### src/rtl/operand_fetch_stage_pkg.sv
// Shared instruction-set types: opcodes, flags, register file
// geometry and the execute-stage register bundle.
package InstructionSetPkg;

  localparam int DataWidth      = 16;
  localparam int ImmediateWidth = 8;
  localparam int RegCount       = 8;
  localparam int RegSelWidth    = $clog2(RegCount);

  typedef enum logic [3:0] {
    OpAdd = 4'd0,
    OpAdc = 4'd1,
    OpSub = 4'd2,
    OpAnd = 4'd3,
    OpOr  = 4'd4,
    OpXor = 4'd5,
    OpLil = 4'd6,
    OpLih = 4'd7,
    OpRor = 4'd8,
    OpRol = 4'd9,
    OpMov = 4'd10
  } eOperation;

  typedef struct packed {
    logic Carry;
    logic Zero;
    logic Negative;
    logic Overflow;
  } sFlags;

  typedef struct packed {
    logic                      ExValid;
    eOperation                 Operation;
    logic [ImmediateWidth-1:0] Imm;
    logic [RegSelWidth-1:0]    DestSel;
    logic [DataWidth-1:0]      SrcVal;
    logic [DataWidth-1:0]      DestVal;
  } sExecute;

  // Operand bypass: take the retiring result when it targets sel.
  function automatic logic [DataWidth-1:0] fwd_operand(
    input logic                   wb_en,
    input logic [RegSelWidth-1:0] wb_sel,
    input logic [DataWidth-1:0]   wb_data,
    input logic [RegSelWidth-1:0] sel,
    input logic [DataWidth-1:0]   rf_data
  );
    return (wb_en && (wb_sel == sel)) ? wb_data : rf_data;
  endfunction

endpackage

### src/rtl/operand_fetch_stage_register_file.sv
// General register file: two combinational read ports and one
// synchronous write port, cleared by synchronous reset.
module operand_fetch_stage_register_file
  import InstructionSetPkg::*;
(
  input  logic                   Clock,
  input  logic                   Reset,
  input  logic [RegSelWidth-1:0] RdSelA,
  output logic [DataWidth-1:0]   RdDataA,
  input  logic [RegSelWidth-1:0] RdSelB,
  output logic [DataWidth-1:0]   RdDataB,
  input  logic                   WrEn,
  input  logic [RegSelWidth-1:0] WrSel,
  input  logic [DataWidth-1:0]   WrData
);

  logic [DataWidth-1:0] regs_q [RegCount];
  logic [DataWidth-1:0] regs_d [RegCount];

  assign RdDataA = regs_q[RdSelA];
  assign RdDataB = regs_q[RdSelB];

  // Next register contents: one entry replaced on write.
  always_comb begin
    regs_d = regs_q;
    if (WrEn) regs_d[WrSel] = WrData;
  end

  // Register storage with synchronous clear.
  always_ff @(posedge Clock) begin
    if (Reset) regs_q <= '{default: '0};
    else       regs_q <= regs_d;
  end

endmodule

### src/rtl/operand_fetch_stage.sv
// Operand fetch: reads and forwards operands into the execute
// register, presents them to the ALU and retires its result.
module operand_fetch_stage
  import InstructionSetPkg::*;
(
  input  logic                      Clock,
  input  logic                      Reset,
  input  logic                      InValid,
  output logic                      InReady,
  input  eOperation                 InOperation,
  input  logic [RegSelWidth-1:0]    InSrcSel,
  input  logic [RegSelWidth-1:0]    InDestSel,
  input  logic [ImmediateWidth-1:0] InImm,
  input  logic                      Stall,
  output eOperation                 AluOperation,
  output logic [ImmediateWidth-1:0] AluImm,
  output logic [DataWidth-1:0]      AluSrc,
  output logic [DataWidth-1:0]      AluDest,
  output sFlags                     AluInFlags,
  input  logic [DataWidth-1:0]      AluOutDest,
  input  sFlags                     AluOutFlags,
  output logic                      WbValid,
  output logic [RegSelWidth-1:0]    WbSel,
  output logic [DataWidth-1:0]      WbData,
  output sFlags                     Flags
);

  sExecute ex_q, ex_d;
  sFlags   flags_q, flags_d;

  logic                 accept;
  logic                 wb_valid;
  logic [DataWidth-1:0] rf_src, rf_dest;
  logic [DataWidth-1:0] src_val, dest_val;

  assign InReady  = ~(ex_q.ExValid & Stall);
  assign accept   = InValid & InReady;
  assign wb_valid = ex_q.ExValid & ~Stall;

  operand_fetch_stage_register_file u_rf (
    .Clock   (Clock),
    .Reset   (Reset),
    .RdSelA  (InSrcSel),
    .RdDataA (rf_src),
    .RdSelB  (InDestSel),
    .RdDataB (rf_dest),
    .WrEn    (wb_valid),
    .WrSel   (ex_q.DestSel),
    .WrData  (AluOutDest)
  );

  // Bypass the retiring result into both operands independently.
  always_comb begin
    src_val  = fwd_operand(wb_valid, ex_q.DestSel, AluOutDest,
                           InSrcSel, rf_src);
    dest_val = fwd_operand(wb_valid, ex_q.DestSel, AluOutDest,
                           InDestSel, rf_dest);
  end

  // Execute register: load on accept, drain on retire, hold on stall.
  always_comb begin
    ex_d    = ex_q;
    flags_d = flags_q;
    if (accept) begin
      ex_d.ExValid   = 1'b1;
      ex_d.Operation = InOperation;
      ex_d.Imm       = InImm;
      ex_d.DestSel   = InDestSel;
      ex_d.SrcVal    = src_val;
      ex_d.DestVal   = dest_val;
    end else if (wb_valid) begin
      ex_d.ExValid = 1'b0;
    end
    if (wb_valid) flags_d = AluOutFlags;
  end

  // Pipeline and flag state with synchronous clear.
  always_ff @(posedge Clock) begin
    if (Reset) begin
      ex_q    <= '0;
      flags_q <= '0;
    end else begin
      ex_q    <= ex_d;
      flags_q <= flags_d;
    end
  end

  assign AluOperation = ex_q.Operation;
  assign AluImm       = ex_q.Imm;
  assign AluSrc       = ex_q.SrcVal;
  assign AluDest      = ex_q.DestVal;
  assign AluInFlags   = flags_q;
  assign WbValid      = wb_valid;
  assign WbSel        = ex_q.DestSel;
  assign WbData       = AluOutDest;
  assign Flags        = flags_q;

endmodule

### config.mk
export PLATFORM = sky130hd
export DESIGN_NAME = operand_fetch_stage
export DESIGN_NICKNAME = d
export VERILOG_FILES = /design/src/rtl/operand_fetch_stage_pkg.sv /design/src/rtl/operand_fetch_stage_register_file.sv /design/src/rtl/operand_fetch_stage.sv
export SDC_FILE = /design/constraint.sdc
export NUM_CORES = 1
export LEC_CHECK = 0
export CORE_MARGIN = 8
export CORE_UTILIZATION = 61
export DETAILED_ROUTE_END_ITERATION = 8
export GPL_ROUTABILITY_DRIVEN = 0
export GPL_TIMING_DRIVEN = 0
export PLACE_DENSITY = 0.86
export SYNTH_ARGS = -nofsm -noshare
export SYNTH_HDL_FRONTEND = slang
export SYNTH_SLANG_ARGS = --single-unit
### constraint.sdc
create_clock -name Clock -period 4.4 [get_ports Clock]
set_clock_uncertainty 0.1 [all_clocks]
set_input_delay 0.44 -clock Clock [delete_from_list [all_inputs] [get_ports Clock]]
set_output_delay 0.44 -clock Clock [all_outputs]
set_load 0.03 [all_outputs]
==> results.md <==
- The clock tree from TritonCTS is built.
- The critical setup path kind is in2out.
- The residual antenna-violating net count after detailed routing is 0.
- In this run, synthesis produced a sequential element count of 180.
- The overall routed net length is a little over 30000 um.
- The total standard cell area after synthesis is approximately 9400 um^2.
- The first detailed-routing pass ran for 8 iterations.
- The total clock sinks is 180.
- The hold-fix buffer count after cts is 0.
- The sequential area share after synthesis is roughly two fifths.
- The width of the chip is around 140 um.
- The areal power density over the cells is roughly 360 nW/um^2.
- The post-CTS clock slew at the launch and capture registers of the worst setup and hold paths is around 0.070 ns.
- The number of enable flip-flop cells after synthesis is 0.
- The part of the total power dissipated in combinational logic is around an eighth.
- The fraction of power spent switching nets is around 25%.
- The type of the tightest min-delay check is in2reg.
- In this run the tightest slew margin relative to its limit is between 30% and 40%.
- The utilization of the core after routing is between 70 and 80%.
- The proportion of power drawn by flip-flops and latches is between 40% and 50%.
- The worst register-to-register path ends at u_rf.regs_q[102]$_SDFFE_PP0P_.
- The worst reg2reg path startpoint is WbSel[0]$_SDFFE_PP0P_.
- Synthesis produced a netlist with a net count of between 1000 and 1500.
- Synthesis handed over a netlist of between 1000 and 1500 instances.
- The number of top-level design ports is roughly 120.
- The clock reaches the later pin of the worst-skew pair after between 0.4 and 0.5 ns.
- Sorting the synthesized cells by area gives the leading types as sky130_fd_sc_hd__dfxtp_1, sky130_fd_sc_hd__mux4_2, sky130_fd_sc_hd__nand2_1, sky130_fd_sc_hd__a21oi_1, sky130_fd_sc_hd__mux2i_1.
- The top cell type by total area after synthesis is sky130_fd_sc_hd__dfxtp_1.
- The post-route total power is 4.03 mW.
- The internal power of the cells totals ~3.0 mW.
- The global router's overall resource usage is between 30% and 40%.
- The first global-routing pass estimated 46600 um of wire.
- The worst register-to-register path has a depth of 7.
- The full die area is roughly 20000 um^2.
- The estimated wirelength of the detail-placed design is 21000 um.
- After synthesis, the mean cell area works out to between 9 and 10 um^2.
- The power spent charging and discharging nets is 0.991 mW.
- The path with the worst hold slack has its endpoint at u_rf.regs_q[127]$_SDFFE_PP0P_.
- The leading register cell type out of synthesis is sky130_fd_sc_hd__dfxtp_1.
- The total area inside the core boundary comes to 15100 um^2.
- The number of antenna violations at the first check in global routing is 0.
- STA classifies the critical path endpoint as an output pin.
- For this run, design rule violations remaining after detail routing come to 0.
- At the worst endpoint, the required time is between 3 and 4 ns.
- The number of slew-limit violations in the final report is 0.
- The worst-margin pin slew is slightly below 1 ns.
- Across the run, the number of max-cap violations was 0.
- Ranked by instance count, the synthesized netlist is headed by sky130_fd_sc_hd__nand2_1, sky130_fd_sc_hd__dfxtp_1, sky130_fd_sc_hd__a21oi_1.
- The setup total negative slack is 0 ns.
- The die is 140 um tall.
- The tree is rooted in a sky130_fd_sc_hd__clkbuf_16.
- The count of endpoints failing hold in the final timing report is 0.
- Entering global routing, the biggest net connects 17 pins.
- The maximum ir drop on the vdd rail is 0.301 mV.
- The post-layout net count is approximately 1200.
- The share of the clock period used by the worst path after layout is ~61%.
- In the final layout, the share of cells above drive strength 1 is a little under a fifth.
- Setup violations remaining at the end of the flow were counted as 0.
- The aggregate global routing overflow is 0.
- Static timing analysis puts the maximum clock frequency at about 370 MHz.
- CTS built an H-tree with a depth of 4.
- The final worst slack is between 1.5 and 2 ns.
- In the synthesized netlist the async set-or-reset flop fraction comes to 0%.
- The initial utilization of the core area, before any placement, comes to roughly 62%.
- The number of CTS-inserted buffers is 17.
- The number of warnings reported in the yosys synthesis log is 0.
- In the routed layout, each cell is associated on average with a via count of about 6.6.
- Setup slack on the worst reg-to-reg path comes out at between 1.5 and 2 ns.
- The number of cells after detailed placement is approximately 1300.
- The minimum period implied by the final worst setup slack is approximately 2.7 ns.
- The maximum buffer depth of the clock tree is 2.
- Setup repair after global routing left no endpoint under its margin.
- STA puts the critical path data arrival time at 2.16 ns.
- The floorplan row count is 45.
- After detailed routing, the average wire length per cell comes to about 23 um.
- Buffers placed on the I/O ports in this run total 94.
- The post-CTS setup repair buffer count is 0.
- Timing analysis after detailed placement gives a worst setup slack of between 1 and 1.5 ns.
- The post-cts repair resize count is 0.
- The count of antenna diodes in the layout is 0.
- The number of violations reported at the end of detailed-routing iteration 0 is between 1000 and 1500.
- STA classifies the critical path startpoint as an input pin.
- The number of global-route vias before repair came to 8302.
- The share of synthesized area in the top cell type comes to 38.5%.
- After synthesis, the netlist uses 36 different library cells.
- The run finished with clean final reports.
- The synthesis-to-layout area growth is 20.3%.
- Detailed routing inserted a total of around 8700 vias.
- The finished layout holds 1321 standard cells, fillers aside.
- The clock network is responsible for 46.3% of the overall power.
- The standby leakage power is 4.08 nW.
- Of all nets on the critical path, the largest fanout is 8.
- Yosys instantiated no cell more often than sky130_fd_sc_hd__nand2_1.
- The worst hold path begins at AluOutDest[15].
- The number of cells traversed by the worst hold path is 3.
-- area by class of cell --
class | instances | area (um^2)
buffer | 165 | 976
clock buffer | 21 | 480
clock inverter | 11 | 243
fill | 1005 | 3820
inverter | 1 | 3.75
multi-input combinational | 661 | 4780
sequential | 180 | 3600
tap | 188 | 235
timing repair buffer | 94 | 941
-- power groups by stage --
stage,Sequential [mW],Combinational (mW),Clock (mW)
after floorplan,1.71,0.310,0
after global placement,1.71,0.463,0
after detailed placement,1.71,0.469,0
after CTS,1.67,0.476,1.85
after global routing,1.68,0.504,1.92
final,1.68,0.488,1.86
-- per-stage QoR --
stage | hold WS (ns) | area, um^2
global route | 0.310 | 11300
global placement | 0.342 | 10500
CTS | 0.286 | 11300
floorplan | 0.337 | 9370
detailed placement | 0.347 | 10500
finish | 0.293 | 11300
-- flip-flops by register name, summed over array words and instances (netlist names) --
signal	count
AluDest	16
AluImm	8
AluInFlags	4
AluOperation	4
AluSrc	16
WbSel	3
ex_q	1
u_rf.regs_q	128
-- logic make-up (layout without fill, tap and decap cells) --
group | count (synthesis) | after routing | synth area share, %
DFF | 180 | 180 | 38.5
and+or+nand+nor | 339 | 339 | 16.5
xor gates and xnor gates | 6 | 6 | 0.561
muxes | 128 | 128 | 21.9
buffers and inverters | 166 | 292 | 10.5
AOI/OAI and AO/OA | 188 | 188 | 12.2
-- worst max-delay path, cell delays in order --
cell and delay [ns]:
sky130_fd_sc_hd__clkdlybuf4s50_1 0.49, sky130_fd_sc_hd__nand2b_1 0.17, sky130_fd_sc_hd__buf_2 0.20, sky130_fd_sc_hd__inv_2 0.16
sky130_fd_sc_hd__clkdlybuf4s50_1 0.69
-- worst max path at each step --
stage,startpoint,end,slack [ns],depth (start not counted)
5_1_grt,Stall,WbValid,1.65,5
4_1_cts,Stall,WbValid,1.70,5
3_3_place_gp,InDestSel[1],AluDest[12]$_SDFFE_PP0P_,1.47,6
2_1_floorplan,InSrcSel[2],AluSrc[1]$_SDFFE_PP0P_,2.29,5
6_report,Stall,WbValid,1.70,5
3_5_place_dp,InDestSel[1],AluDest[12]$_SDFFE_PP0P_,1.49,6
-- layer usage --
metal	share of wire (%)	track usage (%)	wire, um	vias to the layer above
li1	-	-	-	3696
met1	36	36.2	11000	4010
met2	45	48.6	13800	781
met3	14	10.7	4430	191
met4	5.0	15.7	1550	0
met5	0	0	0	-
-- layout by cell type (no fill, tap or decap), types with 2 or more instances in the layout --
master	n
sky130_fd_sc_hd__nand2_1	219
sky130_fd_sc_hd__dfxtp_1	180
sky130_fd_sc_hd__a21oi_1	124
sky130_fd_sc_hd__clkdlybuf4s50_1	94
sky130_fd_sc_hd__buf_4	71
sky130_fd_sc_hd__clkbuf_1	62
sky130_fd_sc_hd__nor2_1	58
sky130_fd_sc_hd__mux2i_1	56
sky130_fd_sc_hd__mux4_2	44
sky130_fd_sc_hd__nor3b_1	26
sky130_fd_sc_hd__buf_2	23
sky130_fd_sc_hd__clkbuf_16	17
sky130_fd_sc_hd__mux2_2	16
sky130_fd_sc_hd__a221o_1	16
sky130_fd_sc_hd__o21ai_0	16
sky130_fd_sc_hd__mux4_1	12
sky130_fd_sc_hd__nand3b_1	11
sky130_fd_sc_hd__nand4b_1	8
sky130_fd_sc_hd__o211ai_1	8
sky130_fd_sc_hd__o22ai_1	8
sky130_fd_sc_hd__a211o_1	8
sky130_fd_sc_hd__a211oi_2	8
sky130_fd_sc_hd__bufinv_16	7
sky130_fd_sc_hd__buf_6	6
sky130_fd_sc_hd__xor2_1	6
sky130_fd_sc_hd__clkbuf_8	4
sky130_fd_sc_hd__nor3_2	3
sky130_fd_sc_hd__nor4_4	2
sky130_fd_sc_hd__and2_1	2
sky130_fd_sc_hd__buf_1	2
sky130_fd_sc_hd__nand3_1	2
sky130_fd_sc_hd__and3b_1	2
sky130_fd_sc_hd__clkinvlp_4	2
sky130_fd_sc_hd__inv_6	2
Note: power is estimated with default switching activity, not from simulation.
